$ cat config.mk
export PLATFORM = sky130hd
export DESIGN_NAME = bank_read_scheduler_flat
export DESIGN_NICKNAME = d
export VERILOG_FILES = /design/src/rtl/bank_sched_pkg.sv /design/src/rtl/bank_read_scheduler_if.sv /design/src/rtl/rr_pick.sv /design/src/rtl/bank_read_scheduler.sv /design/src/flat_wrapper.sv
export SDC_FILE = /design/constraint.sdc
export NUM_CORES = 1
export LEC_CHECK = 0
export CORE_ASPECT_RATIO = 0.8
export CORE_MARGIN = 1
export CORE_UTILIZATION = 30
export CTS_CLUSTER_DIAMETER = 200
export DETAILED_ROUTE_END_ITERATION = 12
export DONT_BUFFER_PORTS = 1
export HOLD_SLACK_MARGIN = 0.05
export MAX_ROUTING_LAYER = met4
export PLACE_DENSITY_LB_ADDON = 0.3
export SETUP_SLACK_MARGIN = 0.5
export SLEW_MARGIN = 25
export SYNTH_ARGS = -nofsm -noshare
export SYNTH_HDL_FRONTEND = slang
export SYNTH_SLANG_ARGS = --single-unit
export TNS_END_PERCENT = 30
$ cat constraint.sdc
create_clock -name clk -period 3 [get_ports clk]
set_input_delay 0.6 -clock clk [delete_from_list [all_inputs] [get_ports clk]]
set_output_delay 0.6 -clock clk [all_outputs]
set_load 0.03 [all_outputs]
$ cat src/rtl/bank_sched_pkg.sv
// Shared types and constants for the open-row-aware bank read scheduler.
package bank_sched_pkg;

  localparam int         ROW_W    = 4;
  localparam int         DATA_W   = 32;
  localparam logic [4:0] ROW_NONE = 5'd16;

  typedef enum logic [1:0] {
    IDLE,
    WAIT,
    RESP
  } state_e;

endpackage

$ cat src/rtl/bank_read_scheduler_if.sv
// Requester, bank and response signals of the scheduler; slave is the scheduler side.
interface bank_read_scheduler_if #(
  parameter int N   = 4,
  parameter int IDW = 2
);
  import bank_sched_pkg::*;

  logic [N-1:0]       req_valid;
  logic [ROW_W*N-1:0] req_row;
  logic [N-1:0]       req_ready;

  logic               bank_in_valid;
  logic [ROW_W-1:0]   bank_row_num;
  logic               bank_out_valid;
  logic [DATA_W-1:0]  bank_data;

  logic               rsp_valid;
  logic               rsp_ready;
  logic [IDW-1:0]     rsp_id;
  logic [DATA_W-1:0]  rsp_data;
  logic               rsp_err;
  logic [4:0]         open_row;

  modport slave (
    input  req_valid, req_row, bank_out_valid, bank_data, rsp_ready,
    output req_ready, bank_in_valid, bank_row_num, rsp_valid, rsp_id, rsp_data, rsp_err, open_row
  );

  modport master (
    output req_valid, req_row, bank_out_valid, bank_data, rsp_ready,
    input  req_ready, bank_in_valid, bank_row_num, rsp_valid, rsp_id, rsp_data, rsp_err, open_row
  );

endinterface

$ cat src/rtl/rr_pick.sv
// Rotating-priority picker: first set bit of mask_i scanning upward from start_i with wrap.
module rr_pick #(
  parameter int N   = 4,
  parameter int IDW = 2
) (
  input  logic [N-1:0]   mask_i,
  input  logic [IDW-1:0] start_i,
  output logic [N-1:0]   onehot_o,
  output logic [IDW-1:0] idx_o
);

  logic           found;
  logic [IDW-1:0] pos;

  // NOTE: every output and temporary gets a default first so no path infers a latch.
  always_comb begin
    onehot_o = '0;
    idx_o    = '0;
    found    = 1'b0;
    pos      = '0;
    for (int k = 0; k < N; k++) begin
      pos = IDW'((int'(start_i) + k) % N);
      if (!found && mask_i[pos]) begin
        found         = 1'b1;
        onehot_o[pos] = 1'b1;
        idx_o         = pos;
      end
    end
  end

endmodule

$ cat src/rtl/bank_read_scheduler.sv
// Buffers one read per requester, grants row hits first (streak-capped) else rotating,
// keeps one bank read outstanding and returns the tagged result or a timeout error.
module bank_read_scheduler
  import bank_sched_pkg::*;
#(
  parameter int N          = 4,
  parameter int IDW        = 2,
  parameter int MAX_STREAK = 3,
  parameter int TIMEOUT    = 15
) (
  input logic                  clk,
  input logic                  rst_n,
  bank_read_scheduler_if.slave bus
);

  localparam int              SW         = $clog2(MAX_STREAK + 1);
  localparam int              TW         = $clog2(TIMEOUT + 1);
  localparam logic [SW-1:0]   STREAK_CAP = SW'(MAX_STREAK);
  localparam logic [TW-1:0]   TMO_LAST   = TW'(TIMEOUT - 1);
  localparam logic [IDW-1:0]  LAST_ID    = IDW'(N - 1);

  state_e            state_q;
  logic [N-1:0]      pend_q, pend_d;
  logic [ROW_W-1:0]  row_q [N];
  logic [IDW-1:0]    gnt_id_q, rr_ptr_q;
  logic [SW-1:0]     streak_q;
  logic [TW-1:0]     tmo_q;
  logic [4:0]        open_row_q;
  logic              bank_in_valid_q;
  logic [ROW_W-1:0]  bank_row_num_q;
  logic              rsp_valid_q, rsp_err_q;
  logic [IDW-1:0]    rsp_id_q;
  logic [DATA_W-1:0] rsp_data_q;

  logic [N-1:0]      accept, hit_set, hit_oh, pend_oh, gnt_oh;
  logic [IDW-1:0]    hit_idx, pend_idx, gnt_idx;
  logic              use_hit, do_grant;

  always_comb begin
    hit_set = '0;
    for (int i = 0; i < N; i++) begin
      hit_set[i] = pend_q[i] && ({1'b0, row_q[i]} == open_row_q);
    end
  end

  rr_pick #(.N(N), .IDW(IDW)) u_hit_pick (
    .mask_i   (hit_set),
    .start_i  (rr_ptr_q),
    .onehot_o (hit_oh),
    .idx_o    (hit_idx)
  );

  rr_pick #(.N(N), .IDW(IDW)) u_pend_pick (
    .mask_i   (pend_q),
    .start_i  (rr_ptr_q),
    .onehot_o (pend_oh),
    .idx_o    (pend_idx)
  );

  // Hits win until the streak cap, then one rotating grant breaks the run.
  assign use_hit  = (|hit_set) && (streak_q < STREAK_CAP);
  assign gnt_oh   = use_hit ? hit_oh  : pend_oh;
  assign gnt_idx  = use_hit ? hit_idx : pend_idx;
  assign do_grant = (state_q == IDLE) && (|pend_q);
  assign accept   = bus.req_valid & ~pend_q;
  assign pend_d   = (pend_q & ~({N{do_grant}} & gnt_oh)) | accept;

  // NOTE: sequential state uses non-blocking assignments so every register samples pre-edge values.
  always_ff @(posedge clk) begin
    if (!rst_n) begin
      state_q         <= IDLE;
      pend_q          <= '0;
      gnt_id_q        <= '0;
      rr_ptr_q        <= '0;
      streak_q        <= '0;
      tmo_q           <= '0;
      open_row_q      <= ROW_NONE;
      bank_in_valid_q <= 1'b0;
      bank_row_num_q  <= '0;
      rsp_valid_q     <= 1'b0;
      rsp_err_q       <= 1'b0;
      rsp_id_q        <= '0;
      rsp_data_q      <= '0;
    end else begin
      pend_q          <= pend_d;
      bank_in_valid_q <= 1'b0;
      case (state_q)
        IDLE: begin
          if (do_grant) begin
            bank_in_valid_q <= 1'b1;
            bank_row_num_q  <= row_q[gnt_idx];
            gnt_id_q        <= gnt_idx;
            open_row_q      <= {1'b0, row_q[gnt_idx]};
            rr_ptr_q        <= (gnt_idx == LAST_ID) ? '0 : gnt_idx + 1'b1;
            streak_q        <= use_hit ? streak_q + 1'b1 : '0;
            tmo_q           <= '0;
            state_q         <= WAIT;
          end
        end
        WAIT: begin
          if (bus.bank_out_valid) begin
            rsp_valid_q <= 1'b1;
            rsp_err_q   <= 1'b0;
            rsp_id_q    <= gnt_id_q;
            rsp_data_q  <= bus.bank_data;
            state_q     <= RESP;
          end else if (tmo_q == TMO_LAST) begin
            // The bank's row state is unknown after a lost read, so forget the mirror.
            rsp_valid_q <= 1'b1;
            rsp_err_q   <= 1'b1;
            rsp_id_q    <= gnt_id_q;
            rsp_data_q  <= '0;
            open_row_q  <= ROW_NONE;
            state_q     <= RESP;
          end else begin
            tmo_q <= tmo_q + 1'b1;
          end
        end
        RESP: begin
          if (bus.rsp_ready) begin
            rsp_valid_q <= 1'b0;
            state_q     <= IDLE;
          end
        end
        default: state_q <= IDLE;
      endcase
    end
  end

  // NOTE: row storage has no reset; an entry is only consumed while its pend bit is set.
  always_ff @(posedge clk) begin
    for (int i = 0; i < N; i++) begin
      if (accept[i]) row_q[i] <= bus.req_row[ROW_W*i +: ROW_W];
    end
  end

  assign bus.req_ready     = ~pend_q;
  assign bus.bank_in_valid = bank_in_valid_q;
  assign bus.bank_row_num  = bank_row_num_q;
  assign bus.rsp_valid     = rsp_valid_q;
  assign bus.rsp_id        = rsp_id_q;
  assign bus.rsp_data      = rsp_data_q;
  assign bus.rsp_err       = rsp_err_q;
  assign bus.open_row      = open_row_q;

endmodule

$ cat src/flat_wrapper.sv
// flat-port wrapper written by rule: the top's interface ports become plain ports
module bank_read_scheduler_flat import bank_sched_pkg::*;
#(
  parameter int N          = 4,
  parameter int IDW        = 2,
  parameter int MAX_STREAK = 3,
  parameter int TIMEOUT    = 15
)
  (clk, rst_n, bus_req_valid, bus_req_row, bus_bank_out_valid, bus_bank_data, bus_rsp_ready, bus_req_ready, bus_bank_in_valid, bus_bank_row_num, bus_rsp_valid, bus_rsp_id, bus_rsp_data, bus_rsp_err, bus_open_row);
  bank_read_scheduler_if #(.N(N), .IDW(IDW)) bus_i ();
  input logic clk;
  input logic rst_n;
  input wire logic [$bits(bus_i.req_valid)-1:0] bus_req_valid;
  input wire logic [$bits(bus_i.req_row)-1:0] bus_req_row;
  input wire logic [$bits(bus_i.bank_out_valid)-1:0] bus_bank_out_valid;
  input wire logic [$bits(bus_i.bank_data)-1:0] bus_bank_data;
  input wire logic [$bits(bus_i.rsp_ready)-1:0] bus_rsp_ready;
  output wire logic [$bits(bus_i.req_ready)-1:0] bus_req_ready;
  output wire logic [$bits(bus_i.bank_in_valid)-1:0] bus_bank_in_valid;
  output wire logic [$bits(bus_i.bank_row_num)-1:0] bus_bank_row_num;
  output wire logic [$bits(bus_i.rsp_valid)-1:0] bus_rsp_valid;
  output wire logic [$bits(bus_i.rsp_id)-1:0] bus_rsp_id;
  output wire logic [$bits(bus_i.rsp_data)-1:0] bus_rsp_data;
  output wire logic [$bits(bus_i.rsp_err)-1:0] bus_rsp_err;
  output wire logic [$bits(bus_i.open_row)-1:0] bus_open_row;
  assign bus_i.req_valid = bus_req_valid;
  assign bus_i.req_row = bus_req_row;
  assign bus_i.bank_out_valid = bus_bank_out_valid;
  assign bus_i.bank_data = bus_bank_data;
  assign bus_i.rsp_ready = bus_rsp_ready;
  assign bus_req_ready = bus_i.req_ready;
  assign bus_bank_in_valid = bus_i.bank_in_valid;
  assign bus_bank_row_num = bus_i.bank_row_num;
  assign bus_rsp_valid = bus_i.rsp_valid;
  assign bus_rsp_id = bus_i.rsp_id;
  assign bus_rsp_data = bus_i.rsp_data;
  assign bus_rsp_err = bus_i.rsp_err;
  assign bus_open_row = bus_i.open_row;
  bank_read_scheduler #(.N(N), .IDW(IDW), .MAX_STREAK(MAX_STREAK), .TIMEOUT(TIMEOUT)) u_core (.clk(clk), .rst_n(rst_n), .bus(bus_i));
endmodule
==> metrics.md <==
| Metric | Value |
|---|---|
| Power Dens Cells | 951 nW/um2 |
| Required time worst endpoint | 3.29 ns |
| Setup violators final | 0 |
| Clock Skew | 0.0186 ns |
| Syn_area_per_cell | 8.97 um2 |
| Power share of the clock group | 24.6% |
| Met3 Use GR | 5.84% |
| Worst EP arrival | 3.25 ns |
| Synth Cell Area | 4180 um2 |
| Initial Util | 30.7% |
| TritonRoute pass-1 iters | 5 |
| Placed Cells | 651 |
| Mean routed wirelength per cell | 17.0 um |
| Net count, final | 554 |
| Unrepaired setup endpoints after global routing | true |
| Worst setup EP type | flip-flop |
| Final-layout fill cell count | 1440 |
| Slew @ Worst Pin | 0.565 ns |
| Highest clock rate | 337 MHz |
| Setup CP Type | flip-flop to flip-flop |
| Worst-Skew Late Latency | 0.34 ns |
| Largest net degree at the start of global routing | 57 |
| Vias/cell | 5.25 |
| Max VDD drop | 0.000501 V |
| Met1 Usage GRT | 20.5% |
| Fin. Hold Viols | 0 |
| Final instance area | 4960 um2 |
| # clock sinks | 78 |
| Die span in x | 134 um |
| Ys async rst share | 0% |
| Reg2reg start | u_core.row_q[0][1] |
| Final GP Congestion | 0.941 |
| Int Pwr | 2.81 mW |
| Cells after Synth | 466 |
| First-pass GRT wire length | 17700 um |
| CTS tree | done |
| Post-CTS Hold Buffers | 0 |
| Outcome | complete, no violations |
| Sequential power share | 33.9% |
| Startpoint Class | flip-flop |
| Min-delay src | bus_req_row[9] |
| Max-slew violation count | 0 |
| Gr busiest metal | met2 |
| Setup TNS Final | 0 ns |
| Largest fanout on the critical path | 5 |
| Min Tclk post-route | 2.96 ns |
| Met2 Use GR | 24.9% |
| Relative slew slack | 61.3% |
| N_diodes | 0 |
| Via count of the first global-routing pass | 3359 |
| Gate power share | 41.5% |
| Die H | 108 um |
| Post-DRT Antenna Nets | 0 |
| Sw Share | 40.5% |
| Clk buf depth | 2 |
| Global Route Usage Sum | 16.4% |
| H-Tree Depth | 3 |
| Core Region | 13600 um2 |
| Period utilization | 98.8% |
| Area post-placement | 4580 um2 |
| Share of cells above drive strength 1 | 16.2% |
| Die footprint | 14400 um2 |
| Total CTS buffers | 9 |
| Clock transition at path regs | 0.07 ns |
| Rows | 38 |
| Synth unique cells | 54 |
| EDFF count, synth | 16 |
| Sequential share of the synthesized area | 41.2% |
| PortBufs | 0 |
| Synth-to-layout area growth | 18.7% |
| DRC violation count after routing | 0 |
| CP startpoint | u_core.row_q[0][1] |
| Synth Net Count | 536 |
| DR iter-0 viols | 166 |
| Initial antenna violation count | 0 |
| Post-DP HPWL | 8390 um |
| I/O pins | 106 |
| Via count | 3515 |
| Final wirelength | 11400 um |
| CTS root buffer | clkbuf_16 |
| Hold Path Class | input pin to flip-flop |
| Yosys reg bits | 78 |
| Max Cap Violations | 0 |
| Yosys warnings | 0 |
| Leakage power | 1.79 nW |
| Fin cells | 669 |
| Gr ovfl total | 0 |
| Top_reg_cell synth | dfxtp_1 |
| Sw Pwr | 1.91 mW |
==> path summary, 6_finish.rpt <==
kind / endpoint / slack, ns / depth (start not counted)
worst min-delay path: u_core.row_q[2][1] / 0.35 / 0
worst max register to register: u_core.bus.open_row[3] / 0.04 / 8
worst max-delay path: u_core.bus.open_row[3] / 0.04 / 8
worst min register to register: u_core.gnt_id_q[1] / 0.46 / 2
==> stage by stage <==
stage                     hold WS, ns  power (mW)  setup WS (ns)  util (%)
after floorplan                 0.439        2.93          0.142         -
after global placement          0.454        3.50         0.0797      33.7
after detailed placement        0.462        3.51        -0.0149      33.7
after CTS                       0.337        4.71         0.0385      36.2
after global routing            0.327        5.00        -0.0813      36.5
final                           0.346        4.72         0.0370      36.5
==> cells in the final DEF (no fill, tap or decap), drive strengths merged, types with 15 or more instances in the layout <==
cell type / netlist / routed
buf: 4 / 40
nor2: 19 / 19
mux2i: 15 / 15
nand3: 42 / 42
inv: 16 / 17
edfxtp: 16 / 16
o21ai: 16 / 16
nand2: 63 / 63
dfxtp: 62 / 62
a21boi: 39 / 39
==> registers in the layout (all words and copies together), names as in the netlist <==
name                      count
u_core.bus.bank_in_valid      1
u_core.bus.bank_row_num       4
u_core.bus.open_row           5
u_core.bus.rsp_data          32
u_core.bus.rsp_err            1
u_core.bus.rsp_id             2
u_core.bus.rsp_valid          1
u_core.gnt_id_q               2
u_core.pend_q                 4
u_core.row_q                 16
u_core.rr_ptr_q               2
u_core.state_q                2
u_core.streak_q               2
u_core.tmo_q                  4
==> worst max-delay path, cell delays in order, from the launching register on <==
cell	delay, ns
edfxtp_1	0.41
xor2_1	0.16
nor3_2	0.25
or4b_4	0.53
mux4_2	0.53
o21a_1	0.22
o221ai_4	0.30
mux2i_1	0.32
a22o_1	0.18
==> synthesized netlist by cell type (2+ instances only) <==
library cell / n / area, um2
nand2_1: 63 / 236
dfxtp_1: 62 / 1240
nand3_1: 42 / 210
a21boi_0: 39 / 293
clkbuf_1: 29 / 109
nor2_1: 19 / 71.3
edfxtp_1: 16 / 480
inv_1: 16 / 60.1
o21ai_0: 16 / 80.1
mux2i_1: 15 / 150
ha_1: 14 / 175
a21oi_1: 10 / 50.1
nor2b_1: 9 / 56.3
a22o_1: 8 / 70.1
xor2_1: 8 / 70.1
a211oi_1: 7 / 52.6
nand4_1: 7 / 43.8
a22oi_1: 6 / 45.0
nand2b_1: 6 / 37.5
xnor2_1: 6 / 52.6
a311oi_1: 4 / 35.0
and2_1: 4 / 25.0
nor3_1: 4 / 20.0
o221ai_1: 4 / 35.0
o2bb2ai_1: 4 / 35.0
or3_1: 4 / 25.0
nor3b_1: 3 / 22.5
o2111ai_1: 3 / 26.3
o21a_1: 3 / 22.5
a222oi_1: 2 / 20.0
a32oi_1: 2 / 17.5
a41o_1: 2 / 20.0
and3b_1: 2 / 17.5
buf_2: 2 / 10.0
mux2_2: 2 / 22.5
mux4_2: 2 / 45.0
nor4_1: 2 / 12.5
o2111a_1: 2 / 22.5
or4b_1: 2 / 20.0
==> metal layers <==
metal  vias to the layer above  part of all wire [%]
li1                       1722                     -
met1                      1672                    46
met2                       112                    46
met3                         9                   7.7
met4                         0                  0.84
met5                         -                     0
==> final cells by class <==
cell class              instances  area (um2)  area share (%)
clock buffers                  12         268            5.40
clock inverters                 4        52.6            1.06
repair buffers                 40         300            6.05
well taps                     180         225            4.54
multi-input cells             338        2320            46.7
flip-flops and latches         78        1730            34.9
inverters                      17        65.1            1.31
==> power by group through the flow <==
stage	sequential [mW]	combinational, mW	clock (mW)
2_1_floorplan	1.61	1.32	0
3_3_place_gp	1.62	1.88	0
3_5_place_dp	1.62	1.89	0
4_1_cts	1.60	1.92	1.19
5_1_grt	1.62	2.15	1.23
6_report	1.60	1.96	1.16
==> cells by family (layout without fill, tap and decap cells) <==
logic type / after synthesis / after routing / share of synthesized area, %
flip-flops: 78 / 78 / 41.2
buffers and inverters: 50 / 73 / 4.73
XOR/XNOR: 14 / 14 / 2.93
AO/OA/AOI/OAI: 119 / 119 / 21.7
multiplexers: 19 / 19 / 5.21
AND/OR/NAND/NOR: 172 / 172 / 20.0
adder cells (fa/ha/maj): 14 / 14 / 4.19
==> what timing repair did <==
item / CTS / global route
resized for setup: 2 / 11
setup endpoints to repair: 15 / 16
pin swaps: 5 / 12
buffers inserted: 1 / 1
cloned: 0 / 0
No activity file was read; power rests on OpenSTA's default activity.
